--- src/rtl/ecp5pll_phase_ctrl.sv ---
// Dynamic phase sequencer for ECP5 EHXPLLL: debounced buttons plus an absolute-target command port.
// Latency: accept -> first phasestep rise = C_SETUP_CYCLES clk; each step costs SETUP+PULSE+GAP clk.
// Backpressure: cmd_ready only in IDLE; button steps arriving while busy are dropped, never queued.
module ecp5pll_phase_ctrl #(
    parameter int C_CHANNELS      = 4,
    parameter int C_PHASE_BITS    = 8,
    parameter int C_DEBOUNCE_BITS = 16,
    parameter int C_SETUP_CYCLES  = 2,
    parameter int C_PULSE_CYCLES  = 2,
    parameter int C_GAP_CYCLES    = 4
) (
    input  logic                               clk,
    input  logic                               rstn,
    input  logic                               btn_inc,
    input  logic                               btn_dec,
    input  logic                               btn_sel,
    input  logic                               cmd_valid,
    output logic                               cmd_ready,
    input  logic                               cmd_load,
    input  logic [1:0]                         cmd_chan,
    input  logic [C_PHASE_BITS-1:0]            cmd_phase,
    output logic [1:0]                         phasesel,
    output logic                               phasedir,
    output logic                               phasestep,
    output logic                               phaseloadreg,
    output logic [1:0]                         sel_chan,
    output logic [C_CHANNELS*C_PHASE_BITS-1:0] phase,
    output logic                               busy
);

    localparam int W    = C_PHASE_BITS;
    localparam int DB   = C_DEBOUNCE_BITS;
    localparam int TMAX = (C_SETUP_CYCLES > C_PULSE_CYCLES)
                        ? ((C_SETUP_CYCLES > C_GAP_CYCLES) ? C_SETUP_CYCLES : C_GAP_CYCLES)
                        : ((C_PULSE_CYCLES > C_GAP_CYCLES) ? C_PULSE_CYCLES : C_GAP_CYCLES);
    localparam int TW   = (TMAX > 1) ? $clog2(TMAX + 1) : 1;

    localparam logic [TW-1:0] T_SETUP   = TW'(C_SETUP_CYCLES - 1);
    localparam logic [TW-1:0] T_PULSE   = TW'(C_PULSE_CYCLES - 1);
    localparam logic [TW-1:0] T_GAP     = TW'(C_GAP_CYCLES - 1);
    localparam logic [W-1:0]  HALF      = {1'b1, {(W-1){1'b0}}};
    localparam logic [3:0]    CHAN_MASK = 4'((5'd1 << C_CHANNELS) - 5'd1);
    localparam logic [1:0]    LAST_CHAN = 2'(C_CHANNELS - 1);

    typedef enum logic [2:0] {
        S_IDLE,
        S_SETUP,
        S_PULSE,
        S_GAP,
        S_LOAD
    } state_t;

    state_t          state_q, state_d;
    logic [TW-1:0]   tmr_q, tmr_d;
    logic [W-1:0]    rem_q;
    logic [W-1:0]    cnt_q [4];
    logic [1:0]      phasesel_q, sel_chan_q;
    logic            phasedir_q, en_q;

    // Debouncers, bit order {sel, dec, inc}
    logic [2:0]      btn_raw, smp_q, stb_q, stb_prev_q, ev;
    logic [DB-1:0]   db_cnt_q [3];

    assign btn_raw = {btn_sel, btn_dec, btn_inc};

    always_ff @(posedge clk or negedge rstn) begin
        if (!rstn) begin
            smp_q      <= '0;
            stb_q      <= '0;
            stb_prev_q <= '0;
            for (int i = 0; i < 3; i++) db_cnt_q[i] <= '0;
        end else begin
            smp_q      <= btn_raw;
            stb_prev_q <= stb_q;
            for (int i = 0; i < 3; i++) begin
                if (btn_raw[i] != smp_q[i])
                    db_cnt_q[i] <= '0;
                else if (!db_cnt_q[i][DB-1])
                    db_cnt_q[i] <= db_cnt_q[i] + DB'(1);
                if (db_cnt_q[i][DB-1])
                    stb_q[i] <= smp_q[i];
            end
        end
    end

    assign ev = stb_q & ~stb_prev_q;

    logic inc_ev, dec_ev, sel_ev;
    assign inc_ev = ev[0] & ~ev[1];
    assign dec_ev = ev[1] & ~ev[0];
    assign sel_ev = ev[2];

    // Shortest-path step count; the exact half-turn goes up
    logic         cmd_fire, chan_ok, cmd_up;
    logic [W-1:0] diff, cmd_steps;

    assign cmd_ready = (state_q == S_IDLE) && en_q;
    assign cmd_fire  = cmd_valid && cmd_ready;
    assign chan_ok   = CHAN_MASK[cmd_chan];
    assign diff      = cmd_phase - cnt_q[cmd_chan];
    assign cmd_up    = !diff[W-1] || (diff == HALF);
    assign cmd_steps = cmd_up ? diff : (W'(0) - diff);

    logic         seq_start, seq_load, seq_dir, step_now;
    logic [1:0]   seq_chan;
    logic [W-1:0] seq_cnt;

    always_comb begin
        state_d   = state_q;
        tmr_d     = tmr_q;
        seq_start = 1'b0;
        seq_load  = 1'b0;
        seq_chan  = phasesel_q;
        seq_dir   = phasedir_q;
        seq_cnt   = rem_q;
        step_now  = 1'b0;
        case (state_q)
            S_IDLE: begin
                if (cmd_fire) begin
                    if (chan_ok && cmd_load) begin
                        state_d   = S_LOAD;
                        tmr_d     = T_PULSE;
                        seq_start = 1'b1;
                        seq_load  = 1'b1;
                        seq_chan  = cmd_chan;
                        seq_cnt   = '0;
                    end else if (chan_ok && (diff != '0)) begin
                        state_d   = S_SETUP;
                        tmr_d     = T_SETUP;
                        seq_start = 1'b1;
                        seq_chan  = cmd_chan;
                        seq_dir   = cmd_up;
                        seq_cnt   = cmd_steps;
                    end
                end else if (inc_ev || dec_ev) begin
                    state_d   = S_SETUP;
                    tmr_d     = T_SETUP;
                    seq_start = 1'b1;
                    seq_chan  = sel_chan_q;
                    seq_dir   = inc_ev;
                    seq_cnt   = W'(1);
                end
            end
            S_SETUP: begin
                if (tmr_q == '0) begin
                    state_d  = S_PULSE;
                    tmr_d    = T_PULSE;
                    step_now = 1'b1;
                end else begin
                    tmr_d = tmr_q - TW'(1);
                end
            end
            S_PULSE, S_LOAD: begin
                if (tmr_q == '0) begin
                    state_d = S_GAP;
                    tmr_d   = T_GAP;
                end else begin
                    tmr_d = tmr_q - TW'(1);
                end
            end
            S_GAP: begin
                if (tmr_q == '0) begin
                    state_d = (rem_q != '0) ? S_SETUP : S_IDLE;
                    tmr_d   = T_SETUP;
                end else begin
                    tmr_d = tmr_q - TW'(1);
                end
            end
            default: begin
                state_d = S_IDLE;
                tmr_d   = '0;
            end
        endcase
    end

    always_ff @(posedge clk or negedge rstn) begin
        if (!rstn) begin
            state_q <= S_IDLE;
            tmr_q   <= '0;
        end else begin
            state_q <= state_d;
            tmr_q   <= tmr_d;
        end
    end

    // Pin config is latched on accept and held for the whole sequence
    always_ff @(posedge clk or negedge rstn) begin
        if (!rstn) begin
            en_q       <= 1'b0;
            rem_q      <= '0;
            phasesel_q <= '0;
            phasedir_q <= 1'b0;
            sel_chan_q <= '0;
            for (int k = 0; k < 4; k++) cnt_q[k] <= '0;
        end else begin
            en_q <= 1'b1;
            if (seq_start) begin
                phasesel_q <= seq_chan;
                phasedir_q <= seq_dir;
                rem_q      <= seq_cnt;
                if (seq_load) cnt_q[seq_chan] <= '0;
            end
            if (step_now) begin
                rem_q             <= rem_q - W'(1);
                cnt_q[phasesel_q] <= phasedir_q ? (cnt_q[phasesel_q] + W'(1))
                                                : (cnt_q[phasesel_q] - W'(1));
            end
            if (sel_ev)
                sel_chan_q <= (sel_chan_q == LAST_CHAN) ? 2'd0 : (sel_chan_q + 2'd1);
        end
    end

    assign phasesel     = phasesel_q;
    assign phasedir     = phasedir_q;
    assign phasestep    = (state_q == S_PULSE);
    assign phaseloadreg = (state_q == S_LOAD);
    assign busy         = (state_q != S_IDLE);
    assign sel_chan     = sel_chan_q;

    for (genvar k = 0; k < C_CHANNELS; k++) begin : g_phase
        assign phase[k*W +: W] = cnt_q[k];
    end

endmodule

--- config.mk ---
export PLATFORM = sky130hd
export DESIGN_NAME = ecp5pll_phase_ctrl
export DESIGN_NICKNAME = d
export VERILOG_FILES = /design/src/rtl/ecp5pll_phase_ctrl.sv
export SDC_FILE = /design/constraint.sdc
export NUM_CORES = 1
export LEC_CHECK = 0
export BUFFER_PORTS_ARGS = -buffer_cell sky130_fd_sc_hd__buf_2
export CAP_MARGIN = 10
export CORE_UTILIZATION = 60
export CTS_CLUSTER_SIZE = 30
export DETAILED_ROUTE_END_ITERATION = 10
export PLACE_DENSITY_LB_ADDON = 0.05
export SYNTH_ARGS = -nofsm -noshare
export SYNTH_HDL_FRONTEND = slang
export SYNTH_SLANG_ARGS = --single-unit
--- constraint.sdc ---
create_clock -name clk -period 3.8 [get_ports clk]
set_clock_uncertainty 0.2 [all_clocks]
set_input_delay 0 -clock clk [delete_from_list [all_inputs] [get_ports clk]]
set_output_delay 0 -clock clk [all_outputs]
set_load 0.1 [all_outputs]
==> results.md, run 1 <==
* Slew HR at 0.234
* Final worst slack at 0.0973 ns
* Initial Util at 0.618
* Yosys cell types at 57
* MaxCap Viol Count at 0
* Element type at the critical path end: register
* Syn Nets at 647
* Share of the synthesized area in the top cell type at 0.452
* 1st-pass router iterations at 5
* Clk slew on worst S/H paths at 0.11 ns
* Routed Antenna Nets at 0
* Die width at 102 um
* Area leader, netlist: dfrtp_1
* CORE AREA at 9770 um^2
* Largest net degree at the start of global routing at 64
* Ratio of cells with drive above 1 in the final layout at 0.209
* # DRC at 0
* Hpwl dp at 9750 um
* Sequential area share after synthesis at 0.452
* Outcome: finished clean
* Number of flops mapped to enable cells by yosys at 0
* Tightest Pin Transition at 1.14 ns
* Total GRT Usage at 0.276
* Worst hold-check path type: input pin to async pin
* Clk_lat worst skew at 0.39 ns
* Total clock sinks at 109
* Antenna Cells at 0
* Asr flop ratio synth at 1.00
* CP max stage cell: or4b_4
* CP cell instances: mux4_2 -> ha_1 -> inv_1 -> fa_2 -> inv_2 -> ha_1 -> nand2_2 -> or4b_4 -> o31a_1 -> or3_1 -> and3_1
* Fillcell total at 761
* First-pass GRT wire length at 21600 um
* RD Place Congestion at 0.872
* Number of global-route vias before repair at 4550
* CP max stage delay at 0.61 ns
* Critical Path Source Type: register
* Initial antenna violation count at 0
* Layout Nets at 723
* Routed wire length at 13700 um
* Final Max Tran Viols at 0
* DRT iter0 DRCs at 182
* Via-to-Cell Ratio at 5.84
* Cell Rows at 36
* WL/cell at 16.6 um
* #FFs+latches synth at 109
* H-tree Lvls at 3
* Final hold viol count at 0
* Root buffer cell: clkbuf_8
* Req. time, crit path at 3.89 ns
* Largest buffer count on any clock path at 2
* Global route total overflow at 0
* Area grow syn2layout at 13.9%
* Setup WS pre-CTS at 0.0754 ns
* Die height at 102 um
* TritonCTS Buffers at 9
* Port Buffers at 57
* Reg2Reg Depth at 11
* Vias at 4792
* Finished Cell Area at 6880 um^2
* Crit Path Category: register to register
* Syn_area_per_cell at 9.95 um^2
* Overall die area at 10500 um^2
* Critical Path AT at 3.79 ns
* CTS tree: yes
* IO Count at 58
* CP Max Fanout at 5
* Maximum clock rate at 0.270 GHz
* Post-Syn Area at 6040 um^2
* Synth Instances at 607
* Placement Cell Area at 6570 um^2
* Largest cells by area after synthesis: dfrtp_1 (45%), mux4_2 (6.0%), nor2_1 (5.7%), xor2_1 (5.7%), ha_1 (4.3%)
* Critical path's most frequent cell: ha_1
* Crit path time final at 3.70 ns
* Fin crit share at 0.974
* Synthesis Warnings at 0
* Final setup viols at 0
* Dominant synthesized flop cell: dfrtp_1
-- placed cells by master (no fill, tap or decap), types with 3 or more instances in the layout --
cell	netlist	final
xor2_1	39	39
inv_1	21	20
a31oi_1	7	7
nor3_1	10	10
a211oi_1	6	6
buf_2	2	56
buf_4	0	18
nand2b_1	3	3
xnor2_1	21	21
nor2b_1	9	9
o22ai_1	5	5
nand2_1	58	57
or3_1	5	5
or2_2	3	3
clkbuf_8	0	9
dlygate4sd3_1	0	9
mux4_2	16	16
mux2i_1	10	10
inv_6	0	3
a21oi_1	25	25
and4_1	4	4
a22o_1	7	7
dfrtp_2	0	16
and3_1	10	10
a21o_1	5	5
nand3_1	32	32
mux2_2	6	6
nand4_1	7	7
nor2_1	91	90
dfrtp_1	109	91
ha_1	21	21
and2_1	6	6
o21ai_0	19	19
-- logic make-up after synthesis --
kind of cell	count (synthesis)	share of synthesized area
AND/OR/NAND/NOR	246	0.189
multiplexers	32	0.0874
flip-flops	109	0.452
XOR/XNOR	60	0.0870
adder cells (fa/ha/maj)	23	0.0501
buffers and inverters	39	0.0259
AO/OA/AOI/OAI	97	0.108
other	1	0.000621
-- worst max-delay path: cells and delay by family (launching register included) --
| kind | cells | cell delay [ns] |
|---|---|---|
| AO/OA/AOI/OAI | 1 | 0.27 |
| adder cells (fa/ha/maj) | 3 | 0.81 |
| buffers and inverters | 2 | 0.16 |
| flip-flops | 1 | 0.50 |
| multiplexers | 1 | 0.50 |
| AND/OR/NAND/NOR | 4 | 1.16 |
-- cells in the mapped netlist (3+ instances only) --
master / number
a21oi_1: 25
nand2_1: 58
mux2i_1: 10
xnor2_1: 21
nor2_1: 91
clkbuf_1: 13
xor2_1: 39
and3_1: 10
dfrtp_1: 109
and2_1: 6
inv_1: 21
a31oi_1: 7
mux2_2: 6
nand3_1: 32
mux4_2: 16
o22ai_1: 5
and4_1: 4
a211oi_1: 6
or2_2: 3
o21ai_0: 19
nand4_1: 7
nand2b_1: 3
ha_1: 21
a22o_1: 7
a21o_1: 5
or3_1: 5
nor2b_1: 9
nor3_1: 10
-- state kept, by name, summed over array words and instances, names as in the netlist --
register,cells
phase,32
stb_prev_q,3
en_q,1
sel_chan,2
stb_q,3
phasedir,1
phasesel,2
state_q,3
db_cnt_q,48
smp_q,3
rem_q,8
tmr_q,3
-- worst paths after layout --
check | from | endpoint | slack, ns
worst max-delay path | phase[24] | rem_q[4] | 0.1
worst min-delay path | rstn | phase[26] | 0.03
worst max register to register | phase[24] | rem_q[4] | 0.1
worst min register to register | stb_q[2] | stb_prev_q[2] | 0.21
max in group asynchronous | rstn | stb_q[0] | 2.51
min in group clk | cmd_phase[6] | rem_q[7] | 0.05
-- metrics by stage --
stage | TNS [ns] | instances | util | hold WS [ns]
after detailed placement | 0 | 796 | 0.672 | -0.0647
after floorplan | -0.0103 | 607 | - | -0.496
after global routing | -0.00766 | 821 | 0.704 | 0.0526
final | 0 | 821 | 0.704 | 0.0304
after global placement | 0 | 796 | 0.672 | -0.0686
after CTS | 0 | 821 | 0.702 | 0.0414
-- timing repair --
action                                  in CTS  in global routing
hold buffers                                 9                  0
endpoints found under the setup margin       0                  3
endpoints found under the hold margin       81                  0
resized for setup                            0                  5
buffers inserted                             0                  0
-- per-layer routing --
layer,track usage,part of all wire
met1,0.345,0.42
met2,0.454,0.50
met3,0.0855,0.063
met4,0.0989,0.017
met5,0,0
-- layout make-up --
cell class                 instances  area [um^2]  share of cell area
multi-input combinational        459         3170               0.461
sequential                       109         2760               0.401
timing repair buffer              83          505              0.0735
tap                              133          166              0.0242
clock buffer                       9          124              0.0180
inverter                          21         78.8              0.0115
clock inverter                     7         77.6              0.0113
Power of run 1 is not shown: default switching activity piles up to over one toggle a cycle in this logic, so the estimate is an artifact.
==> inputs of run 2 (changes only) <==
--- a/config.mk
+++ b/config.mk
@@ -11,6 +11,7 @@
 export CTS_CLUSTER_SIZE = 30
 export DETAILED_ROUTE_END_ITERATION = 10
 export PLACE_DENSITY_LB_ADDON = 0.05
+export REMOVE_ABC_BUFFERS = 1
 export SYNTH_ARGS = -nofsm -noshare
 export SYNTH_HDL_FRONTEND = slang
 export SYNTH_SLANG_ARGS = --single-unit
==> results.md, run 2 (synthesis gave the netlist of run 1 again) <==
* IO Count at 58 (unchanged)
* Clk_lat worst skew at 0.38 ns (about the same)
* Number of global-route vias before repair at 4608 (+1.3%)
* WL/cell at 16.1 um (-3.0%)
* TritonCTS Buffers at 9 (unchanged)
* Die width at 102 um (unchanged)
* Hold WS at -0.0110 ns (-0.0414 ns)
* Crit path time final at 3.66 ns (-0.0468 ns)
* Clk slew on worst S/H paths at 0.11 ns (about the same)
* Setup TNS Final at 0 ns (unchanged)
* RD Place Congestion at 0.912 (+4.7%)
* Total clock sinks at 109 (unchanged)
* CTS tree: yes
* Final hold viol count at 24 (+24)
* Most flops, register: db_cnt_q
* Fin crit share at 0.962 (-0.0123)
* Slew HR at 0.268 (+0.0336)
* Unrepaired setup endpoints after global routing: false
* Total GRT Usage at 0.270 (-0.00531)
* Root buffer cell: clkbuf_8
* Placed insts at 796 (unchanged)
* Final setup viols at 0 (unchanged)
* Outcome: finished, violations left
* Maximum clock rate at 0.274 GHz (+1.3%)
* Die height at 102 um (unchanged)
* Req. time, crit path at 3.88 ns (about the same)
* Critical Path Source Type: register
* # DRC at 0 (unchanged)
* Max reg flops at 48 (unchanged)
* Layout Nets at 723 (unchanged)
* Commonest cells after routing, fill and taps aside: dfrtp_1 (109), nor2_1 (91), nand2_1 (58), buf_2 (55), xor2_1 (39)
* Routed wire length at 13300 um (-3.0%)
* Worst hold-check path type: input pin to async pin
* Largest buffer count on any clock path at 2 (unchanged)
* Non-Filler Instances at 821 (unchanged)
* MaxCap Viol Count at 0 (unchanged)
* Largest net degree at the start of global routing at 50 (-22%)
* Antenna Cells at 0 (unchanged)
* CORE AREA at 9770 um^2 (unchanged)
* Crit Path Category: register to register
* Element type at the critical path end: register
* Overall die area at 10500 um^2 (unchanged)
* Area grow syn2layout at 13.5%
* Failing checks: negative hold slack
* Routed Antenna Nets at 0 (unchanged)
* Via-to-Cell Ratio at 5.84 (about the same)
* Port Buffers at 57 (unchanged)
* Vias at 4795 (+0.063%)
* Ratio of cells with drive above 1 in the final layout at 0.182 (-0.0276)
* Global route total overflow at 0 (unchanged)
* Cell Rows at 36 (unchanged)
* Final Max Tran Viols at 0 (unchanged)
* Initial Util at 0.618 (unchanged)
* 1st-pass router iterations at 4 (-1)
* Commonest non-fill, non-tap cell in the layout: dfrtp_1
* Critical Path AT at 3.74 ns (-0.05 ns)
* DRT iter0 DRCs at 195 (+7.1%)
* First-pass GRT wire length at 21500 um (-0.38%)
* H-tree Lvls at 3 (unchanged)
* Initial antenna violation count at 0 (unchanged)
* CP Max Fanout at 7 (+2)
* Tightest Pin Transition at 1.09 ns (-0.0502 ns)
* Hpwl dp at 9710 um (-0.42%)
run 2: changes by cell type in the layout (fill, tap and decap cells not counted), moves of 2 or more:
| cell | before | now |
|---|---|---|
| clkinv_2 | 2 | 0 |
| dfrtp_2 | 16 | 0 |
| dlygate4sd3_1 | 9 | 7 |
| buf_4 | 18 | 20 |
| clkbuf_8 | 9 | 11 |
| dfrtp_1 | 91 | 109 |
| dfrtp_4 | 2 | 0 |
| inv_6 | 3 | 1 |
run 2: final timing paths:
kind                       startpoint             to  slack [ns]  cells past startpoint
min in group clk            cmd_valid    phasesel[0]        0.02                      4
hold reg to reg              stb_q[2]  stb_prev_q[2]        0.20                      0
max in group asynchronous        rstn    phasesel[0]        2.54                      3
hold / removal                   rstn       rem_q[4]       -0.01                      2
setup / recovery            phase[24]       rem_q[4]        0.14                     12
setup reg to reg            phase[24]       rem_q[4]        0.14                     12
run 2: what timing repair did:
action,CTS,global route
resized for setup,0,2
setup buffers,0,2
setup endpoints to repair,0,3
endpoints found under the hold margin,69,0
hold buffers,7,0
run 2: routing by layer:
layer | GRT usage | part of all wire | vias to the layer above
met5 | 0 | 0 | -
met4 | 0.110 | 0.023 | 0
met3 | 0.0410 | 0.045 | 27
met2 | 0.456 | 0.49 | 142
met1 | 0.352 | 0.44 | 2336
li1 | - | - | 2290
run 2: critical path, stage by stage, from the launching register on:
cell,delay [ns]
dfrtp_1,0.42
mux4_2,0.51
ha_1,0.21
inv_1,0.06
fa_1,0.22
a211oi_2,0.09
o21bai_1,0.20
a21oi_2,0.09
xnor2_1,0.17
or4b_4,0.63
o31a_1,0.31
or3_1,0.29
and3_1,0.16
run 2: cell type report:
class	instances	area, um^2
clock inverters	5	66.3
well taps	133	166
flip-flops and latches	109	2730
inverters	21	78.8
multi-input cells	459	3160
clock buffers	11	151
fillers	771	2920
repair buffers	83	503
run 2: metrics by stage:
stage          setup WS (ns)  cell area, um^2  utilization
3_5_place_dp           0.114             6550        0.670
6_report               0.144             6860        0.701
5_1_grt              0.00934             6860        0.701
3_3_place_gp           0.189             6550        0.670
4_1_cts                0.107             6830        0.699
2_1_floorplan         -0.431             5960            -
Power of run 2 is left out for the same reason.
